$ cat config.mk
export PLATFORM = sky130hd
export DESIGN_NAME = fifo_ctrl
export DESIGN_NICKNAME = d
export VERILOG_FILES = /design/src/rtl/fifo_pkg.sv /design/src/rtl/fifo_ptr.sv /design/src/rtl/fifo_ctrl.sv
export SDC_FILE = /design/constraint.sdc
export NUM_CORES = 1
export LEC_CHECK = 0
export ABC_AREA = 1
export CAP_MARGIN = 15
export CELL_PAD_IN_SITES_DETAIL_PLACEMENT = 1
export CELL_PAD_IN_SITES_GLOBAL_PLACEMENT = 2
export CORE_ASPECT_RATIO = 0.9
export CORE_MARGIN = 2
export CORE_UTILIZATION = 22
export CTS_CLUSTER_SIZE = 25
export DETAILED_ROUTE_END_ITERATION = 6
export PLACE_DENSITY_LB_ADDON = 0.1
export SLEW_MARGIN = 10
export SYNTH_ARGS = -nofsm -noshare
export SYNTH_HDL_FRONTEND = slang
export SYNTH_SLANG_ARGS = --single-unit
$ cat constraint.sdc
create_clock -name clk -period 1.7 [get_ports clk]
set_input_delay 0.255 -clock clk [delete_from_list [all_inputs] [get_ports clk]]
set_output_delay 0.255 -clock clk [all_outputs]
set_load 0.01 [all_outputs]
$ cat src/rtl/fifo_pkg.sv
// Shared types and helpers for the single-clock FIFO controller and its
// wrap-bit pointers.
package fifo_pkg;
  localparam int unsigned DEPTH = 8;
  localparam int unsigned PTR_W = $clog2(DEPTH);
  localparam int unsigned CNT_W = $clog2(DEPTH + 2);

  typedef logic [PTR_W:0] ptr_t;

  // Occupancy between two (ptr_w+1)-bit wrap-bit pointers, modulo 2^(ptr_w+1).
  function automatic int unsigned occupancy(input int unsigned wr,
                                            input int unsigned rd,
                                            input int unsigned ptr_w);
    return (wr - rd) & ((32'd1 << (ptr_w + 1)) - 32'd1);
  endfunction
endpackage

$ cat src/rtl/fifo_ptr.sv
// Wrap-bit pointer register: increments on i_inc, clears on rst or i_flush.
module fifo_ptr #(
  parameter int unsigned PtrWidth = 3
) (
  input  logic              clk,
  input  logic              rst,
  input  logic              i_inc,
  input  logic              i_flush,
  output logic [PtrWidth:0] o_ptr
);

  always_ff @(posedge clk) begin
    if (rst || i_flush) begin
      o_ptr <= '0;
    end else if (i_inc) begin
      o_ptr <= o_ptr + {{PtrWidth{1'b0}}, 1'b1};
    end
  end

endmodule

$ cat src/rtl/fifo_ctrl.sv
// FWFT FIFO controller sequencing a dpram; the RAM output register acts as
// the head-of-FIFO slot, giving Depth+1 words of capacity.
module fifo_ctrl
  import fifo_pkg::*;
#(
  parameter  int unsigned Depth          = DEPTH,
  parameter  int unsigned PtrWidth       = $clog2(Depth),
  parameter  int unsigned AlmostFullThr  = Depth - 2,
  parameter  int unsigned AlmostEmptyThr = 2,
  localparam int unsigned CntWidth       = $clog2(Depth + 2)
) (
  input  logic                clk,
  input  logic                rst,
  input  logic                i_push,
  input  logic                i_flush,
  input  logic                i_ready,
  output logic                o_wr_en,
  output logic [PtrWidth-1:0] o_wr_ptr,
  output logic                o_rd_en,
  output logic [PtrWidth-1:0] o_rd_ptr,
  output logic                o_full,
  output logic                o_ram_empty,
  output logic                o_valid,
  output logic [CntWidth-1:0] o_count,
  output logic                o_almost_full,
  output logic                o_almost_empty,
  output logic                o_overflow
);

  localparam int unsigned OccWidth = PtrWidth + 1;

  logic [PtrWidth:0] wr_ptr;
  logic [PtrWidth:0] rd_ptr;
  logic [PtrWidth:0] ram_occ;
  logic              push_ok;
  logic              valid_q;
  logic              overflow_q;

  fifo_ptr #(.PtrWidth(PtrWidth)) u_wr_ptr (
    .clk     (clk),
    .rst     (rst),
    .i_inc   (push_ok),
    .i_flush (i_flush),
    .o_ptr   (wr_ptr)
  );

  fifo_ptr #(.PtrWidth(PtrWidth)) u_rd_ptr (
    .clk     (clk),
    .rst     (rst),
    .i_inc   (o_rd_en),
    .i_flush (i_flush),
    .o_ptr   (rd_ptr)
  );

  assign ram_occ = OccWidth'(occupancy(32'(wr_ptr), 32'(rd_ptr), PtrWidth));

  // Flags come from registered pointers only: a same-cycle pop never frees
  // room for a push.
  assign o_full      = (wr_ptr[PtrWidth-1:0] == rd_ptr[PtrWidth-1:0]) &&
                       (wr_ptr[PtrWidth] != rd_ptr[PtrWidth]);
  assign o_ram_empty = (wr_ptr == rd_ptr);

  assign push_ok  = i_push && !o_full && !i_flush && !rst;
  assign o_wr_en  = push_ok;
  assign o_rd_en  = !rst && !i_flush && !o_ram_empty && (!valid_q || i_ready);
  assign o_wr_ptr = wr_ptr[PtrWidth-1:0];
  assign o_rd_ptr = rd_ptr[PtrWidth-1:0];

  assign o_valid        = valid_q;
  assign o_count        = CntWidth'(ram_occ) + CntWidth'(valid_q);
  assign o_almost_full  = ram_occ >= OccWidth'(AlmostFullThr);
  assign o_almost_empty = o_count <= CntWidth'(AlmostEmptyThr);
  assign o_overflow     = overflow_q;

  // Slot holds its word while the consumer stalls, since no fetch is issued.
  always_ff @(posedge clk) begin
    if (rst || i_flush) begin
      valid_q <= 1'b0;
    end else if (o_rd_en) begin
      valid_q <= 1'b1;
    end else if (i_ready) begin
      valid_q <= 1'b0;
    end
  end

  always_ff @(posedge clk) begin
    if (rst) begin
      overflow_q <= 1'b0;
    end else if (i_push && o_full) begin
      overflow_q <= 1'b1;
    end
  end

endmodule

After elaboration in Yosys (flattened, before gate mapping)
Cells that the tools add are included.
{ "word_totals": {"regBits": 10, "output_inout_bits": 18, "elab_cells": 31} }
{ "classes": {"n_addsub": 4, "n_lt_le_gt_ge": 2, "n_eq_ne": 3, "muxes": 2, "reduce_logical": 16} }
{ "ops": {"columns": ["cell", "count"], "rows": [
  ["$add 4x1->4 const B", 2],
  ["$logic_and 1x1->1", 8],
  ["$logic_not 1->1", 5],
  ["$add 4x1->4", 1],
  ["$eq 4x4->1", 1],
  ["$ge 4x3->1 const B", 1],
  ["$le 4x2->1 const B", 1],
  ["$sub 4x4->4", 1],
  ["$eq 3x3->1", 1],
  ["$logic_or 1x1->1", 2],
  ["$mux 1", 2],
  ["$reduce_bool 2->1", 1],
  ["$ne 1x1->1", 1]
]} }

Logic depth before layout (Yosys ltp)
Gate-level depths: netlist of the first run.
{ "logic_depth": {"word_depth": 6, "mapped_depth": 11, "ltp_nobuf": 11} }

Hierarchy
Synthesis of the first run repeated with hierarchy kept, for this count alone.
{ "unflattened": {"cells_unflattened": 106, "hier_area_um2": 694.4} }
{ "modules_own_cells": {"columns": ["module", "n_inst", "cells_each", "area_each_um2", "seq_area_each_um2"], "rows": [
  ["fifo_ctrl", 1, 62, 349.1, 40.0],
  ["fifo_ptr", 2, 22, 172.7, 80.1]
]} }

Worst setup path before layout of the first run
No wires, ideal clock.
{ "synth_timing": {"kind": "reg2out", "from": "register u_wr_ptr.o_ptr[0]", "to": "output port o_almost_empty", "t_arrival_ns": 1.763, "path_slack_ns": -0.318, "stages_incl_launch_ff": 9, "path_cell_list": "dfxtp_1 > inv_1 > ha_1 > inv_1 > fa_1 > ha_1 > nand2_1 > nand2_1 > nor2_1"} }
{ "synth_via": {"elab_chain_len": 3} }
{ "synth_rtl": {"columns": ["item", "line", "text"], "rows": [
  ["start: declaration", "fifo_ptr.sv:9", "output logic [PtrWidth:0] o_ptr"],
  ["start signal: assignment", "fifo_ptr.sv:16", "o_ptr <= o_ptr + {{PtrWidth{1'b0}}, 1'b1};"],
  ["$sub 4x4->4", "fifo_pkg.sv:14", "return (wr - rd) & ((32'd1 << (ptr_w + 1)) - 32'd1);"],
  ["$add 4x1->4", "fifo_ctrl.sv:70", "assign o_count = CntWidth'(ram_occ) + CntWidth'(valid_q);"],
  ["named net o_count[1]", "fifo_ctrl.sv:24", "output logic [CntWidth-1:0] o_count,"],
  ["$le 4x2->1", "fifo_ctrl.sv:72", "assign o_almost_empty = o_count <= CntWidth'(AlmostEmptyThr);"],
  ["end: declaration", "fifo_ctrl.sv:26", "output logic o_almost_empty,"]
]} }
The timed path passes the listed nets, and every way through them passes these cells.

Worst setup path after layout of the first run
{ "layout_timing": {"from": "register u_wr_ptr.o_ptr[0]", "to": "output port o_almost_empty"} }
{ "layout_via": {"elab_chain_len": 3} }
{ "layout_rtl": {"columns": ["item", "line"], "rows": [
  ["$sub 4x4->4", "fifo_pkg.sv:14"],
  ["$add 4x1->4", "fifo_ctrl.sv:70"],
  ["$le 4x2->1", "fifo_ctrl.sv:72"]
]} }
Every way passes these cells.

==> results of run 1 <==
-- layer usage --
layer	share of wire	wire (um)
met5	0	0
met2	0.51	1194
met1	0.45	1059
met4	0.016	38
met3	0.020	46
-- layout make-up --
cell class | count | area [um^2] | share of cell area
clock buffer | 4 | 55.05 | 0.03863
tap | 46 | 57.56 | 0.04039
inverter | 22 | 90.09 | 0.06321
sequential | 10 | 206.4 | 0.1449
multi-input combinational | 82 | 598.1 | 0.4197
timing repair buffer | 49 | 417.9 | 0.2932
-- per-stage QoR --
| step | cells | hold WS [ns] |
|---|---|---|
| floorplan | 120 | 0.3241 |
| global placement | 208 | 0.4424 |
| detailed placement | 208 | 0.4545 |
| CTS | 213 | 0.4657 |
| global route | 213 | 0.4906 |
| finish | 213 | 0.4568 |
-- state kept, by name, summed over array words and instances, names as in the netlist --
signal          cells
o_valid             1
o_overflow          1
u_rd_ptr.o_ptr      4
u_wr_ptr.o_ptr      4
-- what timing repair did --
item,4_1_cts,5_1_grt
pin swaps,5,3
buffers inserted,1,0
resized for setup,49,7
hold buffers,0,0
setup endpoints to repair,10,10
-- how the worst max path moves through the flow --
stage / startpoint / to / depth (start not counted)
6_report: u_wr_ptr.o_ptr[0]$_SDFFE_PP0P_ / o_almost_empty / 9
3_5_place_dp: u_wr_ptr.o_ptr[0]$_SDFFE_PP0P_ / o_almost_empty / 9
3_3_place_gp: u_wr_ptr.o_ptr[0]$_SDFFE_PP0P_ / o_almost_empty / 9
2_1_floorplan: u_wr_ptr.o_ptr[0]$_SDFFE_PP0P_ / o_almost_empty / 8
4_1_cts: u_wr_ptr.o_ptr[0]$_SDFFE_PP0P_ / o_almost_empty / 9
5_1_grt: u_wr_ptr.o_ptr[0]$_SDFFE_PP0P_ / o_almost_empty / 9
-- cell families (layout without fill, tap and decap cells) --
logic type / Yosys count / after routing
compound gates: 7 / 7
xor+xnor: 3 / 3
fa+ha+maj: 8 / 8
buf+inv: 28 / 75
flops: 10 / 10
simple gates: 64 / 64
-- where the power goes --
part           internal [uW]  switching [uW]
Sequential               236            2.46
Combinational           68.4            59.9
Clock                    204             100
Total                    509             162
-- layout by cell type, fill, tap and decap left out, drive strengths merged --
cell / netlist / layout
dlygate4sd2: 0 / 1
fa: 1 / 1
nand2: 35 / 35
dfxtp: 10 / 10
nand3: 13 / 13
ha: 7 / 7
nand4: 3 / 3
buf: 6 / 35
nor2: 13 / 13
clkdlybuf4s15: 0 / 1
a21oi: 5 / 5
clkdlybuf4s50: 0 / 12
clkinv: 1 / 1
o21ai: 2 / 2
clkbuf: 0 / 4
xor2: 3 / 3
inv: 21 / 21
-- worst reg2reg max path: stages (launching register included) --
cell      delay [ns]
dfxtp_1         0.33
inv_1           0.08
buf_4           0.14
ha_4            0.27
nand3_4         0.09
clkinv_4        0.07
nand2_4         0.06
nand2_4         0.07
inv_4           0.03
buf_4           0.14
nor2_1          0.12
nor2_2          0.05
==> impl_metrics.ini, run 1 <==
[sta]
max_freq_mhz = 458.8
tns_ns = -2.226
setup_viol_count_final = 9
finClkSkew_ns = 0.002391
finalMaxSlewViolations = 0
fin_ws_ns = -0.4797
hold_viol = 0
slew_headroom = 0.8444
max_slew.worst_pin.slew_ns = 0.2334
min_period_ns = 2.180
post-route-period-util = 1.282
rsz0062_at_grt = true

[logic_synthesis]
synthMuxAreaShare = 0
ys_top_cells_by_count = nand2_1 (26), inv_1 (16), nand3_1 (12), nor2_1 (11), dfxtp_1 (10)
syn-num-nets = 133
syn_area_um2 = 819.5
synth_compound_area_frac = 0.05191
synth_top_area_frac = 0.2443
yosys_most_used_dff = dfxtp_1
synth_edf_count = 0
synth_area_leaders = dfxtp_1 (24%), nand2_1 (12%), ha_1 (11%)
synth_cells = 120
synth_top_cell_by_area = dfxtp_1
synth-seq-cells = 10
yosysSeqAreaShare = 0.2443
synth_top_family_by_area = simple AND/OR/NAND/NOR gates
yosysUniqueCellTypes = 20
synth_xor_area_frac = 0.03206
post-synth-top-count-cell = nand2_1
ys_warn_count = 0
synth.avg_cell_area_um2 = 6.829
synthSimpleGateAreaFrac = 0.3802
synthAdderAreaFrac = 0.1313
async_reset_ff_frac = 0

[finish]
drive_above_1_share = 0.4731
antennaDiodeCount = 0
syn_to_final_growth_pct = 73.89
final_nets = 181
design_area_um2 = 1425
final_core_util = 0.3902
fill_cells = 457

[detailed_routing]
drc = 0
dr_total_vias = 893
drt-vias-per-instance = 4.192
drt_pass1_iterations = 4
postRouteAntennaNets = 0
drt_iter0_markers = 13
wl_per_cell_um = 10.98
drt_wl_total_mm = 2.339

[global_routing]
grt_max_degree = 7
top_usage_layer = met2
grt_pass1_vias = 871
grt_usage = 0.1274
grtUsageMet2 = 0.2067
grtUsageMet1 = 0.1659
grt_antenna_before_repair = 0
grt_overflow = 0
grt_pass1_wl_mm = 3.891
met3_usage = 0.01622

[power]
powerDensity_nw_per_um2 = 471.1
p_leak_uw = 0.0006849
power_uw = 671.4
ir_drop_v = 0.0003053

[critical_path]
path_cells = inv_2 -> ha_4 -> inv_2 -> fa_2 -> ha_4 -> xor2_2 -> nand2_1 -> nor2_2 -> buf_2
cp_slowest_cell = fa_2
worst-path-buf-inv = 3
cp.arrival_ns = 1.92
slowest_delay_ns = 0.57
cp_top_family = adder cells
path_max_fanout = 3
startpoint_type = flop
critPathRequiredTime_ns = 1.44
r2r_cells = 11
rr_startpoint = u_rd_ptr.o_ptr[1]$_SDFFE_PP0P_
r2r_setup_slack_ns = 0.15
r2r_end = u_rd_ptr.o_ptr[0]$_SDFFE_PP0P_
cp-end-kind = primary output
crit_type = flop to primary output

[clock_tree]
cts.sinks = 10
cts.path.max_buffers = 2
numCtsBuffers = 3
htree_num_levels = 1
clk_latency_ns = 0.24
cts_tree = done
root_buffer = clkbuf_8
cts.clk_slew.worst_paths_ns = 0.05

[placement]
place.port_buffers = 22
gp_congestion = 0.7732
hpwlAfterDp_mm = 2.002
place_area_um2 = 1282
dpl_worst_slack_ns = -0.6785

[flow_run]
drv_cap = 0

[floorplanning]
die_area_um2 = 4230
core_area_um2 = 3652
fp.dieW_um = 68.34
ios = 23
dieHeight_um = 61.90
num_rows = 21
initial_core_util = 0.2244

[worst_hold_path]
whs_path_depth = 2
min_to = o_overflow$_SDFFE_PP0P_
hp-start = o_overflow$_SDFFE_PP0P_
hold_path.class = flop to flop

[status]
status = finished with violations
violations = negative setup slack
Power figures use the tool's default switching activity.
==> inputs of run 2 (changes only) <==
--- a/config.mk
+++ b/config.mk
@@ -7,14 +7,12 @@
 export LEC_CHECK = 0
 export ABC_AREA = 1
 export CAP_MARGIN = 15
-export CELL_PAD_IN_SITES_DETAIL_PLACEMENT = 1
-export CELL_PAD_IN_SITES_GLOBAL_PLACEMENT = 2
 export CORE_ASPECT_RATIO = 0.9
 export CORE_MARGIN = 2
-export CORE_UTILIZATION = 22
+export CORE_UTILIZATION = 42
 export CTS_CLUSTER_SIZE = 25
 export DETAILED_ROUTE_END_ITERATION = 6
-export PLACE_DENSITY_LB_ADDON = 0.1
+export PLACE_DENSITY = 0.74
 export SLEW_MARGIN = 10
 export SYNTH_ARGS = -nofsm -noshare
 export SYNTH_HDL_FRONTEND = slang
==> impl_metrics.ini, run 2 (same netlist as run 1, synthesis figures left out) <==
[critical_path]
path_cells = inv_2 -> ha_4 -> inv_2 -> fa_2 -> ha_4 -> xor2_2 -> nand2_1 -> nor2_2 -> buf_2
crit_type = flop to primary output
cp.depth = 9
r2r_setup_slack_ns = 0.20
slowest_delay_ns = 0.58
r2r_end = u_rd_ptr.o_ptr[0]$_SDFFE_PP0P_
cp_slowest_cell = fa_2
r2r_cells = 11
worst-path-buf-inv = 3
rr_startpoint = u_rd_ptr.o_ptr[1]$_SDFFE_PP0P_
cp-end-kind = primary output
cp_top_family = adder cells
startpoint_type = flop
path_max_fanout = 3
cp.arrival_ns = 2.04
critPathRequiredTime_ns = 1.44

[finish]
multi_input_area_um2 = 585.6
layout_common_cells = nand2_1 (25), buf_4 (25), inv_1 (13)
syn_to_final_growth_pct = 65.19
drive_above_1_share = 0.4940
fill_cells = 144
final_core_util = 0.7213
ff_latch_area_um2 = 210.2
largestRegisters = u_rd_ptr.o_ptr: 4 flops, u_wr_ptr.o_ptr: 4 flops
final_nets = 180
design_area_um2 = 1354
antennaDiodeCount = 0

[status]
violations = negative setup slack
status = finished with violations

[sta]
max_freq_mhz = 436.4
fin_ws_ns = -0.5913
post-route-period-util = 1.348
slew_headroom = 0.8466
rsz0062_at_grt = true
hold_viol = 0
setup_viol_count_final = 9
timing.hold.ws_ns = 0.4534
tns_ns = -2.479
min_period_ns = 2.291
finClkSkew_ns = 0.001706
finalMaxSlewViolations = 0
max_slew.worst_pin.slew_ns = 0.2301

[flow_run]
drv_cap = 0

[clock_tree]
cts.clk_slew.worst_paths_ns = 0.07
clk_latency_ns = 0.28
cts_tree = done
htree_num_levels = 1
numCtsBuffers = 3
cts.sinks = 10
cts.path.max_buffers = 2
root_buffer = clkbuf_4

[worst_hold_path]
hold_path.class = flop to flop
hp-start = o_overflow$_SDFFE_PP0P_
whs_path_depth = 2
min_to = o_overflow$_SDFFE_PP0P_

[detailed_routing]
wl_per_cell_um = 11.69
drc = 0
postRouteAntennaNets = 0
dr_total_vias = 901
drt-vias-per-instance = 4.717
drt_pass1_iterations = 4
drt_iter0_markers = 28
drt_wl_total_mm = 2.232

[floorplanning]
dieHeight_um = 45.91
fp.dieW_um = 50.56
num_rows = 15
initial_core_util = 0.4367
die_area_um2 = 2321
core_area_um2 = 1877
ios = 23

[power]
p_leak_uw = 0.0006686
powerDensity_nw_per_um2 = 431.6
power_uw = 584.2
ir_drop_v = 0.0004424

[global_routing]
grt_pass1_wl_mm = 3.456
grt_max_degree = 7
grt_overflow = 0
grt_pass1_vias = 870
grt_antenna_before_repair = 0
grt_usage = 0.2013

[placement]
hpwlAfterDp_mm = 1.649
place.port_buffers = 22
gp_congestion = 0.7854
place_area_um2 = 1249
## run 2: where the power goes
group / internal [uW] / switching, uW / leakage, uW
sequential: 236 / 1.96 / 0.0000840
clock: 130 / 97.3 / 0.0000210
combinational: 61.2 / 57.9 / 0.000564
## run 2: how the worst max path moves through the flow
stage                      to  slack (ns)                      startpoint
2_1_floorplan  o_almost_empty       -0.15  u_wr_ptr.o_ptr[0]$_SDFFE_PP0P_
3_3_place_gp   o_almost_empty       -0.62  u_wr_ptr.o_ptr[0]$_SDFFE_PP0P_
3_5_place_dp   o_almost_empty       -0.68  u_wr_ptr.o_ptr[0]$_SDFFE_PP0P_
4_1_cts        o_almost_empty       -0.51  u_wr_ptr.o_ptr[0]$_SDFFE_PP0P_
5_1_grt        o_almost_empty       -0.66  u_wr_ptr.o_ptr[0]$_SDFFE_PP0P_
6_report       o_almost_empty       -0.59  u_wr_ptr.o_ptr[0]$_SDFFE_PP0P_
## run 2: worst register-to-register path, delay by kind of cell, from the launching register on
family	cells	cell delay (ns)
adder cells (fa/ha/maj)	1	0.27
buffers and inverters	5	0.45
flip-flops	1	0.33
AND/OR/NAND/NOR	5	0.37
## run 2: metrics by stage
| stage | setup slack (ns) | instances |
|---|---|---|
| 2_1_floorplan | -0.1503 | 120 |
| 3_3_place_gp | -0.6155 | 186 |
| 3_5_place_dp | -0.6765 | 186 |
| 4_1_cts | -0.5141 | 191 |
| 5_1_grt | -0.6593 | 191 |
| 6_report | -0.5913 | 191 |
## run 2: area by class of cell
type | count | share of cell area
Sequential cell | 10 | 0.1553
Timing Repair Buffer | 48 | 0.2957
Clock buffer | 4 | 0.02680
Tap cell | 25 | 0.02311
Multi-Input combinational cell | 82 | 0.4325
Inverter | 22 | 0.06654
## run 2: what timing repair did
action	4_1_cts	5_1_grt
hold buffers	0	0
pin swaps	8	3
buffers inserted	1	1
endpoints found under the setup margin	10	9
gates resized for setup	56	5
## run 2: per-layer routing
metal	vias to the layer above	wire length (um)	global-route usage
li1	460	-	-
met1	411	941	0.2040
met2	23	1166	0.4132
met3	7	68	0.02961
met4	0	55	0.08649
met5	-	0	0
